File: src/rtl/seq_csel_subtractor.sv
// seq_csel_subtractor: sequential carry-select subtractor.
// Operands are accepted in IDLE. RUN then processes one 4-bit slice per clock,
// LSB slice first. Each slice precomputes both borrow-in results and selects
// one with the registered borrow from the previous slice. The full result,
// borrowout and overflow appear together on the final-slice edge and are held
// in DONE until out_ready. N must be a multiple of 4 and at least 4.
module seq_csel_subtractor #(
    parameter int N = 32
) (
    input  logic         clk,
    input  logic         rst,
    input  logic [N-1:0] x,
    input  logic [N-1:0] y,
    input  logic         borrowin,
    input  logic         in_valid,
    output logic         in_ready,
    output logic [N-1:0] diff,
    output logic         borrowout,
    output logic         overflow,
    output logic         out_valid,
    input  logic         out_ready
);

    localparam int NSLICE = N / 4;
    localparam int IDX_W  = (NSLICE > 1) ? $clog2(NSLICE) : 1;
    localparam logic [IDX_W-1:0] LAST_IDX = IDX_W'(NSLICE - 1);

    typedef enum logic [1:0] {
        IDLE = 2'd0,
        RUN  = 2'd1,
        DONE = 2'd2
    } state_t;

    // Control state
    state_t           state_q,     state_d;
    logic [IDX_W-1:0] idx_q,       idx_d;
    logic             borrow_q,    borrow_d;

    // Latched operands, so later changes on x/y cannot disturb the operation
    logic [N-1:0]     x_q,         x_d;
    logic [N-1:0]     y_q,         y_d;

    // Partial result built one slice per RUN cycle. It is kept apart from
    // diff_q so the visible result keeps the previous answer until the
    // final slice of the next operation lands.
    logic [N-1:0]     acc_q,       acc_d;

    // Registered outputs
    logic [N-1:0]     diff_q,      diff_d;
    logic             borrowout_q, borrowout_d;
    logic             overflow_q,  overflow_d;
    logic             in_ready_q,  in_ready_d;
    logic             out_valid_q, out_valid_d;

    // Slice datapath
    logic [3:0]       a_slice;
    logic [3:0]       b_slice;
    logic [4:0]       sum_bin0;
    logic [4:0]       sum_bin1;
    logic [4:0]       slice_sum;
    logic [3:0]       slice_res;
    logic             slice_borrow;
    logic [N-1:0]     acc_merged;

    assign in_ready  = in_ready_q;
    assign out_valid = out_valid_q;
    assign diff      = diff_q;
    assign borrowout = borrowout_q;
    assign overflow  = overflow_q;

    // Pick the 4-bit operand slices addressed by the current slice index
    always_comb begin
        // NOTE: every always_comb output gets a default first so no path
        // leaves it unassigned, which would otherwise infer a latch.
        a_slice = '0;
        b_slice = '0;
        for (int k = 0; k < NSLICE; k++) begin
            if (idx_q == IDX_W'(k)) begin
                a_slice = x_q[4*k +: 4];
                b_slice = y_q[4*k +: 4];
            end
        end
    end

    // Carry-select slice: both borrow-in cases computed, registered borrow selects
    always_comb begin
        // a - b - 0 = a + ~b + 1 ; a - b - 1 = a + ~b
        sum_bin0     = {1'b0, a_slice} + {1'b0, ~b_slice} + 5'd1;
        sum_bin1     = {1'b0, a_slice} + {1'b0, ~b_slice};
        slice_sum    = borrow_q ? sum_bin1 : sum_bin0;
        slice_res    = slice_sum[3:0];
        // No carry out of the slice means the slice had to borrow
        slice_borrow = ~slice_sum[4];
    end

    // Merge the fresh slice result into the partial result at the current index
    always_comb begin
        acc_merged = acc_q;
        for (int k = 0; k < NSLICE; k++) begin
            if (idx_q == IDX_W'(k)) begin
                acc_merged[4*k +: 4] = slice_res;
            end
        end
    end

    // Next-state and next-output logic for the IDLE/RUN/DONE controller
    always_comb begin
        state_d     = state_q;
        idx_d       = idx_q;
        borrow_d    = borrow_q;
        x_d         = x_q;
        y_d         = y_q;
        acc_d       = acc_q;
        diff_d      = diff_q;
        borrowout_d = borrowout_q;
        overflow_d  = overflow_q;
        in_ready_d  = in_ready_q;
        out_valid_d = out_valid_q;

        unique case (state_q)
            IDLE: begin
                if (in_valid) begin
                    x_d        = x;
                    y_d        = y;
                    borrow_d   = borrowin;
                    idx_d      = '0;
                    state_d    = RUN;
                    in_ready_d = 1'b0;
                end
            end

            RUN: begin
                acc_d    = acc_merged;
                borrow_d = slice_borrow;
                if (idx_q == LAST_IDX) begin
                    idx_d       = '0;
                    diff_d      = acc_merged;
                    borrowout_d = slice_borrow;
                    // The top slice's bit 3 is diff[N-1] of the new result
                    overflow_d  = (x_q[N-1] ^ y_q[N-1]) & (x_q[N-1] ^ slice_res[3]);
                    state_d     = DONE;
                    out_valid_d = 1'b1;
                end else begin
                    idx_d = idx_q + 1'b1;
                end
            end

            DONE: begin
                if (out_ready) begin
                    state_d     = IDLE;
                    out_valid_d = 1'b0;
                    in_ready_d  = 1'b1;
                end
            end

            default: begin
                state_d     = IDLE;
                idx_d       = '0;
                in_ready_d  = 1'b1;
                out_valid_d = 1'b0;
            end
        endcase
    end

    // State and output registers; reset clears everything at once, without a clock
    always_ff @(posedge clk or posedge rst) begin
        if (rst) begin
            state_q     <= IDLE;
            idx_q       <= '0;
            borrow_q    <= 1'b0;
            x_q         <= '0;
            y_q         <= '0;
            acc_q       <= '0;
            diff_q      <= '0;
            borrowout_q <= 1'b0;
            overflow_q  <= 1'b0;
            in_ready_q  <= 1'b1;
            out_valid_q <= 1'b0;
        end else begin
            // NOTE: non-blocking assignments here so every flop samples the
            // pre-edge values, independent of statement order.
            state_q     <= state_d;
            idx_q       <= idx_d;
            borrow_q    <= borrow_d;
            x_q         <= x_d;
            y_q         <= y_d;
            acc_q       <= acc_d;
            diff_q      <= diff_d;
            borrowout_q <= borrowout_d;
            overflow_q  <= overflow_d;
            in_ready_q  <= in_ready_d;
            out_valid_q <= out_valid_d;
        end
    end

endmodule
File: config.mk
export PLATFORM = sky130hd
export DESIGN_NAME = seq_csel_subtractor
export DESIGN_NICKNAME = d
export VERILOG_FILES = /design/src/rtl/seq_csel_subtractor.sv
export SDC_FILE = /design/constraint.sdc
export NUM_CORES = 1
export LEC_CHECK = 0
export CORE_MARGIN = 3
export CORE_UTILIZATION = 59
export DETAILED_ROUTE_END_ITERATION = 7
export DONT_BUFFER_PORTS = 1
export MAX_ROUTING_LAYER = met4
export PLACE_DENSITY = 0.75
export SLEW_MARGIN = 5
export SYNTH_ARGS = -nofsm -noshare
export SYNTH_HDL_FRONTEND = slang
export SYNTH_SLANG_ARGS = --single-unit
File: constraint.sdc
create_clock -name clk -period 12.1 [get_ports clk]
set_input_delay 1.21 -clock clk [delete_from_list [all_inputs] [get_ports clk]]
set_output_delay 1.21 -clock clk [all_outputs]
set_load 0.05 [all_outputs]
Word-level counts from Yosys, hierarchy flattened --
Index checks and enable logic that the tools add are counted.
Storage, ports and cells: bits in registers 138, output and inout port bits 36
Cells by class: multiplexer cells 40, equal/unequal tests 12, bitwise gates (word level) 8, add/subtract/negate cells 3, reduce and logical (&&, ||, !) cells 10
Operators by type and width (number):
- 2-to-1 mux 4 bit | 24
- == test 3 bit, second input constant | 4
- one-hot mux 3 bit (3 select lines) | 1
- AND reduction 3 bit | 3
- AND reduction 2 bit | 4
- == test 3 x 2 -> 1 bit, second input constant | 2
- 2-to-1 mux 2 bit | 3
- 2-to-1 mux 3 bit | 2
- inequality test 2 bit, second input constant | 3
- one-hot mux 1 bit (3 select lines) | 2
- one-hot mux 2 bit (3 select lines) | 1
- adder 4 x 4 -> 5 bit | 1
- adder 5 x 1 -> 5 bit, second input constant | 1
- 2-to-1 mux 1 bit | 5
- 2-to-1 mux 5 bit | 1
- inverter 1 bit | 4
- inverter 4 bit | 1
- adder 3 x 1 -> 3 bit, second input constant | 1
- == test 3 x 1 -> 1 bit, second input constant | 1
- logical NOT 3 bit | 1
- == test 2 x 1 -> 1 bit, second input constant | 1
- == test 2 bit, second input constant | 1
- logical NOT 2 bit | 1
- one-hot mux 1 bit (2 select lines) | 1
- other kinds (3) | 4

Logic depth before layout (Yosys ltp) --
Gate-level depths: netlist of run 1.
word-level depth 15, depth in mapped cells 18, gate-level depth less buffers 15

Worst setup path after synthesis of run 1 --
Ideal clock, no wire load.
path type register to register, start point reg idx_q[2], end point reg diff_q[2], in the netlist diff[2], path slack 8.281 ns, arrival 3.686 ns, library setup time 0.133 ns, buffers on the path 3, data required time 11.967 ns, cell stages (with the launch flop) 19, cell sequence dfrtp_1 -> inv_1 -> clkbuf_1 -> ha_1 -> clkbuf_1 -> a22oi_1 -> o32ai_1 -> o21ai_0 -> o311ai_0 -> o21ai_0 -> ha_1 -> fa_1 -> ha_1 -> nand2b_1 -> xnor2_1 -> clkbuf_1 -> nor2_1 -> a21oi_1 -> o21ai_0
On the way: longest elaborated chain between the ends 14, elaborated cells on any way between the ends 30, classes of those cells add/sub: 2; eq/ne: 7; mux: 18; bitwise: 1; reduce/logical: 2
Ends and longest elaborated chain:
- start: declaration | RTL line 36 | logic [IDX_W-1:0] idx_q, idx_d;
- start signal: assignment | RTL line 183 | idx_q <= idx_d;
- logical NOT 3 bit | RTL line 78, 100
- 2-to-1 mux 4 bit (8 in series) | RTL line 78 | if (idx_q == IDX_W'(k)) begin
- inverter 4 bit | RTL line 88, 89
- adder 4 x 4 -> 5 bit | RTL line 88, 89
- adder 5 x 1 -> 5 bit | RTL line 88 | sum_bin0 = {1'b0, a_slice} + {1'b0, ~b_slice} + 5'd1;
- 2-to-1 mux 5 bit | RTL line 90 | slice_sum = borrow_q ? sum_bin1 : sum_bin0;
- 2-to-1 mux 4 bit | RTL line 100 | if (idx_q == IDX_W'(k)) begin
- end signal: assignment | RTL line 188 | diff_q <= diff_d;
- end: declaration | RTL line 49 | logic [N-1:0] diff_q, diff_d;
Parallel ways exist; a longest one is shown, timed or not. A chain may end at the register's enable or synchronous reset.

Final worst setup path of run 1 --
start point reg idx_q[2], end point reg diff_q[18], in the netlist diff[18]
On the way: longest elaborated chain between the ends 14, elaborated cells on any way between the ends 30, classes of those cells add/sub: 2; eq/ne: 7; mux: 18; bitwise: 1; reduce/logical: 2
Ends and longest elaborated chain (RTL line):
- logical NOT 3 bit | 78
- 2-to-1 mux 4 bit (8 in series) | 78
- inverter 4 bit | 88, 89
- adder 4 x 4 -> 5 bit | 88, 89
- adder 5 x 1 -> 5 bit | 88
- 2-to-1 mux 5 bit | 90
- 2-to-1 mux 4 bit | 100
Parallel ways exist; a longest one is shown, timed or not.

==> metrics.txt, run 1 <==
final net count 679; Area Overhead vs Synth 10.84%; hold_sp acc_q[27]; DRT iter0 DRCs 342; Synth warnings 0; FF-to-FF End diff[18]; die height 108.5 um; fin crit period 5.025 ns; post-synthesis net count 687; required time worst endpoint 12.48 ns; H-tree depth 4; setup violators final 0; layout cell share with drive strength beyond 1 0.1689; outcome finished clean; Netlist cell types 44; Yosys reg bits 134; GRT overflow 0; Worst EP arrival 5.41 ns; Post-synth EDFFs 0; # IOs 105; Root Buffer clkbuf_8; RSZ-0062 raised after global routing false; placed cell area 6285 um^2; TritonCTS Sinks 134; maxcap violations 0; max-slew violation count 0; fmax 199.0 MHz; cts hold-fix bufs 0; Cells after Synth 606; maximum fanout along the worst path 22; drt drc 0; period utilization 0.4153; initial antenna violation count 0; Post-CTS Setup Repair Bufs 0; number of global-route vias before repair 4,478; maximum number of pins on one net before global-route repair 73; post-DR wirelength/cell 18.87 um; Slew @ Worst Pin 1.137 ns; die span in x 108.5 um; relative slew slack 0.2391; starting density of the core 0.6201; post_cts resized 0; ANT nets after route 0; placement row count 36; reg2reg path depth 15; mapped cell area 6201 um^2; Total Wirelength 14,020 um; Final Hold Vio Count 0; clock latency on the worst-skew pair 0.52 ns; Hold EP acc_q[27]; crit start category flop; fraction of registers with async set/reset 1.000; Detail Placement HPWL 9811 um; worst reg2reg setup slack 7.08 ns; Clock Pin Slew Worst Setup and Hold Paths 0.06 ns; ant diodes 0; WS Path Type reg -> reg; Die Area 11,780 um^2; design area 6873 um^2; CTS tree yes; # fillers 766; hold path depth 2; Post-Syn Area per Cell 10.23 um^2; crit end category flop; first-pass GRT wire length 22,700 um; post-synthesis sequential area ratio 0.5410; routability cong. 0.9261; vias per inst 6.108; core area 10000 um^2; GRT Overall Usage 0.2596; Bufs on Longest Clock Path 2; total CTS buffers 17; DRT Pass-1 Iters 5; worst hold path type reg -> reg; vias 4,538; reg-to-reg critical path startpoint idx_q[2]; port buffer count 0; Most used DFF post-synth dfrtp_1; TNS Setup 0 ns; Final Skew 0.007377 ns
[critical path: stages (launching register included)]
cell,delay [ns]
dfrtp_1,0.60
inv_1,0.39
ha_1,0.62
inv_1,0.27
nor2_1,0.29
a21oi_1,0.11
o311ai_0,0.13
o21ai_0,0.15
ha_1,0.25
fa_1,0.59
ha_1,0.18
nand2b_1,0.10
xnor2_1,0.86
nor2_1,0.11
a21oi_1,0.14
o21ai_0,0.08
[cell usage in the layout (no fill, tap or decap), types with 5 or more instances in the layout]
cell type,n
buf_4,6
clkbuf_16,16
nor2b_1,6
o22ai_1,6
o21ai_0,91
mux2_2,62
dfrtp_1,133
nor2_1,39
inv_1,15
a221oi_1,8
nand2_1,90
ha_1,11
nand2b_1,5
a21oi_1,49
[cells by family (layout without fill, tap and decap cells)]
group	after synthesis	in the layout	share of synthesized area
mux	64	64	0.1158
fa+ha+maj	12	12	0.02542
xor+xnor	3	3	0.004238
simple gates	159	159	0.1086
buf+inv	49	53	0.03228
flops	134	134	0.5410
compound gates	185	185	0.1727
[through the flow]
stage               hold slack (ns)  instances    util  setup slack [ns]
floorplan                    0.4446        606       -             7.309
global placement             0.4575        712  0.6285             7.427
detailed placement           0.4707        712  0.6285             7.184
CTS                          0.4788        743  0.6873             7.163
global route                 0.5018        743  0.6873             6.612
finish                       0.4744        743  0.6873             7.075
[layer usage]
layer | vias up | GRT usage | part of all wire | routed length [um]
met5 | - | - | 0 | 0
met4 | 0 | 0.08747 | 0.019 | 273
met3 | 25 | 0.07522 | 0.082 | 1144
met2 | 188 | 0.4025 | 0.48 | 6696
met1 | 2196 | 0.3296 | 0.42 | 5909
li1 | 2129 | - | - | -
[registers in the layout, summed over array words and instances (netlist names)]
register and flops:
idx_q 3, x_q 32, borrowout 1, in_ready 1, diff 32, state_q 2
out_valid 1, borrow_q 1, y_q 32, overflow 1, acc_q 28
[how the worst max path moves through the flow]
| stage | cells after the start | startpoint | end | slack, ns |
|---|---|---|---|---|
| floorplan | 1 | rst | acc_q[0] | 7.31 |
| global placement | 15 | idx_q[2] | diff[6] | 7.43 |
| detailed placement | 15 | idx_q[2] | diff[18] | 7.18 |
| CTS | 15 | idx_q[2] | diff[18] | 7.16 |
| global route | 15 | idx_q[2] | diff[6] | 6.61 |
| finish | 15 | idx_q[2] | diff[18] | 7.08 |
[final cells by class]
class / instances / area (um^2) / share of cell area
well taps: 133 / 166.4 / 0.02421
inverters: 16 / 65.06 / 0.009467
multi-input cells: 423 / 2654 / 0.3861
clock buffers: 22 / 462.9 / 0.06736
repair buffers: 6 / 45.04 / 0.006554
clock inverters: 9 / 125.1 / 0.01820
flip-flops and latches: 134 / 3354 / 0.4881
[cells in the mapped netlist, drive strengths merged (2+ instances only)]
library cell | count | area, um^2
nand2b | 5 | 31.28
nor2 | 40 | 150.1
ha | 11 | 137.6
o32ai | 3 | 26.28
o22ai | 6 | 37.54
a21o | 4 | 30.03
buf | 11 | 57.55
a32oi | 2 | 17.52
nor2b | 6 | 37.54
o211ai | 4 | 30.03
inv | 16 | 60.06
dfrtp | 133 | 3328
clkbuf | 22 | 82.58
a22oi | 4 | 30.03
xnor2 | 2 | 17.52
mux2i | 2 | 20.02
a21oi | 50 | 254.0
nand2 | 90 | 337.8
a221oi | 8 | 70.07
mux2 | 62 | 698.2
nand3b | 3 | 22.52
nand3 | 4 | 20.02
and3 | 4 | 25.02
nor3 | 2 | 10.01
o21ai | 91 | 455.4
o311ai | 2 | 17.52
o22a | 3 | 26.28
a211oi | 3 | 22.52
Power of run 1 is left out: the tool's default activity adds up to more than one toggle a clock period on the data nets, which glitch-free logic cannot reach.
==> inputs of run 2 (changes only) <==
==> constraint.sdc (replaced) <==
create_clock -name clk -period 5 [get_ports clk]
set_input_delay 0.5 -clock clk [delete_from_list [all_inputs] [get_ports clk]]
set_output_delay 0.5 -clock clk [all_outputs]
set_load 0.05 [all_outputs]
==> run 2 against run 1 <==
Net effect: hold slack worse by 0.37 ns; register-to-register slack worse by 6.6 ns; setup slack worse by 6.6 ns; final cell count up 1.1%; die area unchanged; sequential share of layout area down 0.63 points; fmax up 12%; non-clock buffer count up 9; global-route usage up 0.81 points; first-iteration DRC count down 14%; sequential cell count unchanged.
==> metrics.txt, run 2 (same netlist as run 1, synthesis figures left out) <==
Final Hold Vio Count 0; first-pass GRT wire length 23,610 um; TritonCTS Sinks 134; Detail Placement HPWL 9984 um; Worst EP arrival 4.88 ns; vias 4,563; reg-to-reg critical path startpoint idx_q[1]; maximum number of pins on one net before global-route repair 83; crit end category flop; DRT Pass-1 Iters 5; Slew @ Worst Pin 0.8626 ns; Final Non-Filler Cells 751; DRT iter0 DRCs 294; CTS tree yes; maximum fanout along the worst path 19; # IOs 105; starting density of the core 0.6201; Clock Pin Slew Worst Setup and Hold Paths 0.06 ns; Final Skew 0.007255 ns; relative slew slack 0.4208; fin crit period 4.504 ns; initial antenna violation count 0; GR Util met1 0.3140; Area Overhead vs Synth 12.29%; Post-CTS Setup Repair Bufs 0; die height 108.5 um; max-slew violation count 0; final net count 688; cts hold-fix bufs 1; ANT nets after route 0; required time worst endpoint 5.38 ns; H-tree depth 4; gr busiest metal met2; number of global-route vias before repair 4,713; port buffer count 0; WS Path Type reg -> reg; period utilization 0.9008; total CTS buffers 17; met3 usage 0.07642; RSZ-0062 raised after global routing false; post_cts resized 0; Total Wirelength 14,300 um; hold path depth 2; Cells after DPL 720; GRT Overall Usage 0.2678; M2 GR Usage 0.4417; reg2reg path depth 17; core area 10000 um^2; outcome finished clean; Max stage delay on crit path 0.70 ns; commonest non-fill, non-tap cell in the layout dfrtp_1; crit start category flop; hold_sp y[14]; GRT overflow 0; worst-path cell chain inv_1 -> ha_1 -> buf_4 -> a21oi_1 -> o32ai_1 -> o21ai_0 -> o311ai_0 -> o21ai_0 -> ha_1 -> fa_1 -> ha_1 -> nand2b_1 -> xnor2_1 -> buf_4 -> nor2_1 -> a21oi_1 -> o21ai_0; ant diodes 0; maxcap violations 0; placement row count 36; vias per inst 6.076; post-DR wirelength/cell 19.04 um; routability cong. 0.9236; TNS Setup 0 ns; worst hold path type in -> reg; setup violators final 0; clock latency on the worst-skew pair 0.52 ns; worst reg2reg setup slack 0.50 ns; critical path's slowest cell xnor2_1; layout cell share with drive strength beyond 1 0.1796; Bufs on Longest Clock Path 2; Root Buffer clkbuf_8; Die Area 11,780 um^2; FF-to-FF End diff[6]; most frequent cells in the layout 133 x dfrtp_1, 91 x o21ai_0, 90 x nand2_1; drt drc 0; die span in x 108.5 um; fmax 222.0 MHz; Hold EP y_q[14]
## run 2: changes by cell type in the layout (fill, tap and decap cells not counted), sizes merged
cell | before | now
inv | 16 | 17
clkbuf | 22 | 19
clkinv | 4 | 2
buf | 6 | 14
clkinvlp | 2 | 4
dlygate4sd3 | 0 | 1
bufinv | 3 | 4
## run 2: area by class of cell
class | instances | area [um^2]
clock inverter | 11 | 176.4
sequential | 134 | 3354
fill | 767 | 3037
inverter | 16 | 65.06
multi-input combinational | 423 | 2654
timing repair buffer | 15 | 115.1
tap | 133 | 166.4
clock buffer | 19 | 431.7
## run 2: critical path: cells and delay by family, from the launching register on
| kind | cells | cell delay (ns) |
|---|---|---|
| flops | 1 | 0.41 |
| simple gates | 2 | 0.14 |
| buf+inv | 3 | 0.65 |
| xor+xnor | 1 | 0.70 |
| compound gates | 7 | 0.89 |
| fa+ha+maj | 4 | 1.58 |
## run 2: worst max path at each step
stage / cells past startpoint / slack (ns) / start / to
floorplan: 1 / 0.92 / rst / acc_q[0]
global placement: 17 / 0.88 / idx_q[1] / diff[6]
detailed placement: 17 / 0.66 / idx_q[1] / diff[2]
CTS: 17 / 0.55 / idx_q[1] / diff[6]
global route: 17 / 0.20 / idx_q[1] / diff[6]
finish: 17 / 0.50 / idx_q[1] / diff[6]
## run 2: stage by stage
| step | utilization | cell area [um^2] | setup WS, ns | hold slack (ns) |
|---|---|---|---|---|
| finish | 0.6963 | 6963 | 0.4959 | 0.1020 |
| global route | 0.6963 | 6963 | 0.2002 | 0.08527 |
| CTS | 0.6963 | 6963 | 0.5478 | 0.08580 |
| detailed placement | 0.6345 | 6345 | 0.6645 | 0.4704 |
| global placement | 0.6345 | 6345 | 0.8763 | 0.4606 |
| floorplan | - | 6201 | 0.9189 | 0.4446 |
## run 2: layer usage
metal	vias to the layer above	routed length, um
met5	-	0
met4	0	397
met3	35	1036
met2	192	7025
met1	2189	5837
li1	2147	-
Power of run 2 is left out for the same reason.
==> inputs of run 3 (changes only) <==
--- a/config.mk
+++ b/config.mk
@@ -5,6 +5,7 @@
 export SDC_FILE = /design/constraint.sdc
 export NUM_CORES = 1
 export LEC_CHECK = 0
+export CAP_MARGIN = 20
 export CORE_MARGIN = 3
 export CORE_UTILIZATION = 59
 export DETAILED_ROUTE_END_ITERATION = 7
==> constraint.sdc (replaced) <==
create_clock -name clk -period 4.79 [get_ports clk]
set_input_delay 0.479 -clock clk [delete_from_list [all_inputs] [get_ports clk]]
set_output_delay 0.479 -clock clk [all_outputs]
set_load 0.05 [all_outputs]
==> run 3 against run 2 <==
Net effect: critical path type unchanged; non-clock buffer count rose by 2; first-iteration DRC count rose by 17%; setup slack improved by 0.31 ns; die area did not move; highest routed layer unchanged; critical path depth fell by 2; cell area fell by 0.54%; sequential cell count did not move; critical endpoint is now diff[7].
==> metrics.txt, run 3 (same netlist as run 1, synthesis figures left out) <==
setup violators final 0; CP startpoint idx_q[1]; # fillers 739; Slew @ Worst Pin 0.9495 ns; Final Skew 0.008264 ns; clock latency on the worst-skew pair 0.52 ns; relative slew slack 0.3655; period utilization 0.8316; drt drc 0; starting density of the core 0.6201; final net count 690; maximum fanout along the worst path 16; initial antenna violation count 0; post_cts resized 0; crit start category flop; Total Wirelength 14,510 um; Worst EP arrival 4.39 ns; vias 4,609; Area Overhead vs Synth 11.68%; die span in x 108.5 um; Root Buffer clkbuf_8; most frequent cells in the layout 133 x dfrtp_1, 91 x o21ai_0, 90 x nand2_1; total CTS buffers 17; gr busiest metal met2; H-tree depth 4; max-slew violation count 0; CTS tree yes; ANT nets after route 0; placement row count 36; number of global-route vias before repair 4,759; maxcap violations 0; routability cong. 0.9391; port buffer count 0; DRT iter0 DRCs 345; Final Hold Vio Count 0; worst-path cell chain inv_1 -> ha_1 -> buf_4 -> nand3b_1 -> a21oi_1 -> a21oi_1 -> o311ai_0 -> o21ai_0 -> ha_1 -> fa_1 -> xnor2_1 -> or4_1 -> o221a_4 -> o21ai_0 -> mux2_2; first-pass GRT wire length 23,790 um; WS Path Type reg -> reg; core area 10000 um^2; commonest non-fill, non-tap cell in the layout dfrtp_1; die height 108.5 um; ant diodes 0; fmax 251.1 MHz; fin crit period 3.983 ns; GRT overflow 0; outcome finished clean; Max stage delay on crit path 0.45 ns; GRT Overall Usage 0.2703; Clock Pin Slew Worst Setup and Hold Paths 0.06 ns; crit end category flop; layout cell share with drive strength beyond 1 0.1804; M2 GR Usage 0.4320; Bufs on Longest Clock Path 2; worst hold path type in -> reg; Post-CTS Setup Repair Bufs 0; post-DR wirelength/cell 19.24 um; maximum number of pins on one net before global-route repair 76; TNS Setup 0 ns; Detail Placement HPWL 10,120 um; met3 usage 0.07582; required time worst endpoint 5.19 ns; GR Util met1 0.3333; DRT Pass-1 Iters 7; TritonCTS Sinks 134; Die Area 11,780 um^2; area taken by multi-input logic gates 2654 um^2; reg-to-reg critical path startpoint idx_q[1]; vias per inst 6.113; register area 3354 um^2; critical path's slowest cell xnor2_1; RSZ-0062 raised after global routing false; # IOs 105; hold_sp x[12]
## run 3: cell types whose count changed in the layout (fill, tap and decap cells not counted)
cell	change
buf_4	+2
bufinv_16	-2
clkbuf_1	+2
clkbuf_8	+1
clkinv_2	+4
clkinv_4	-2
clkinvlp_4	-1
inv_6	-1
## run 3: final timing paths
kind	to	cells past startpoint	slack, ns
worst max register to register	diff[7]	15	0.81
max in group asynchronous	x_q[23]	3	3.05
worst max-delay path	diff[7]	15	0.81
min in group asynchronous	diff[20]	2	0.56
worst min register to register	acc_q[18]	2	0.48
worst min-delay path	x_q[12]	2	0.08
## run 3: layout make-up
cell class / count / share of cell area
clock buffers: 22 / 0.06540
clock inverters: 9 / 0.01481
inverters: 16 / 0.009395
multi-input cells: 423 / 0.3832
flip-flops and latches: 134 / 0.4844
well taps: 133 / 0.02403
repair buffers: 17 / 0.01879
## run 3: worst max-delay path: cells and delay by family (launching register included)
family	cells	cell delay, ns
flip-flops	1	0.39
XOR/XNOR	1	0.45
buffers and inverters	2	0.30
AND/OR/NAND/NOR	2	0.38
multiplexers	1	0.27
AO/OA/AOI/OAI	6	1.08
adder cells (fa/ha/maj)	3	0.98
## run 3: metal layers
layer | part of all wire | wire [um]
met4 | 0.019 | 278
met3 | 0.080 | 1164
met2 | 0.49 | 7082
met5 | 0 | 0
met1 | 0.41 | 5983
## run 3: metrics by stage
step / utilization / std cells / hold slack (ns) / instance area (um^2) / worst slack [ns]
finish: 0.6926 / 754 / 0.07968 / 6925 / 0.8068
global route: 0.6926 / 754 / 0.08525 / 6925 / 0.4247
CTS: 0.6918 / 753 / 0.07195 / 6918 / 0.5542
detailed placement: 0.6353 / 721 / 0.4708 / 6352 / 0.5793
global placement: 0.6353 / 721 / 0.4587 / 6352 / 0.6885
floorplan: - / 606 / 0.4446 / 6201 / 0.7299
## run 3: timing repair
action	in CTS	in global routing
hold endpoints to repair	74	0
hold buffers	1	0
endpoints found under the setup margin	0	0
Power of run 3 is left out for the same reason.
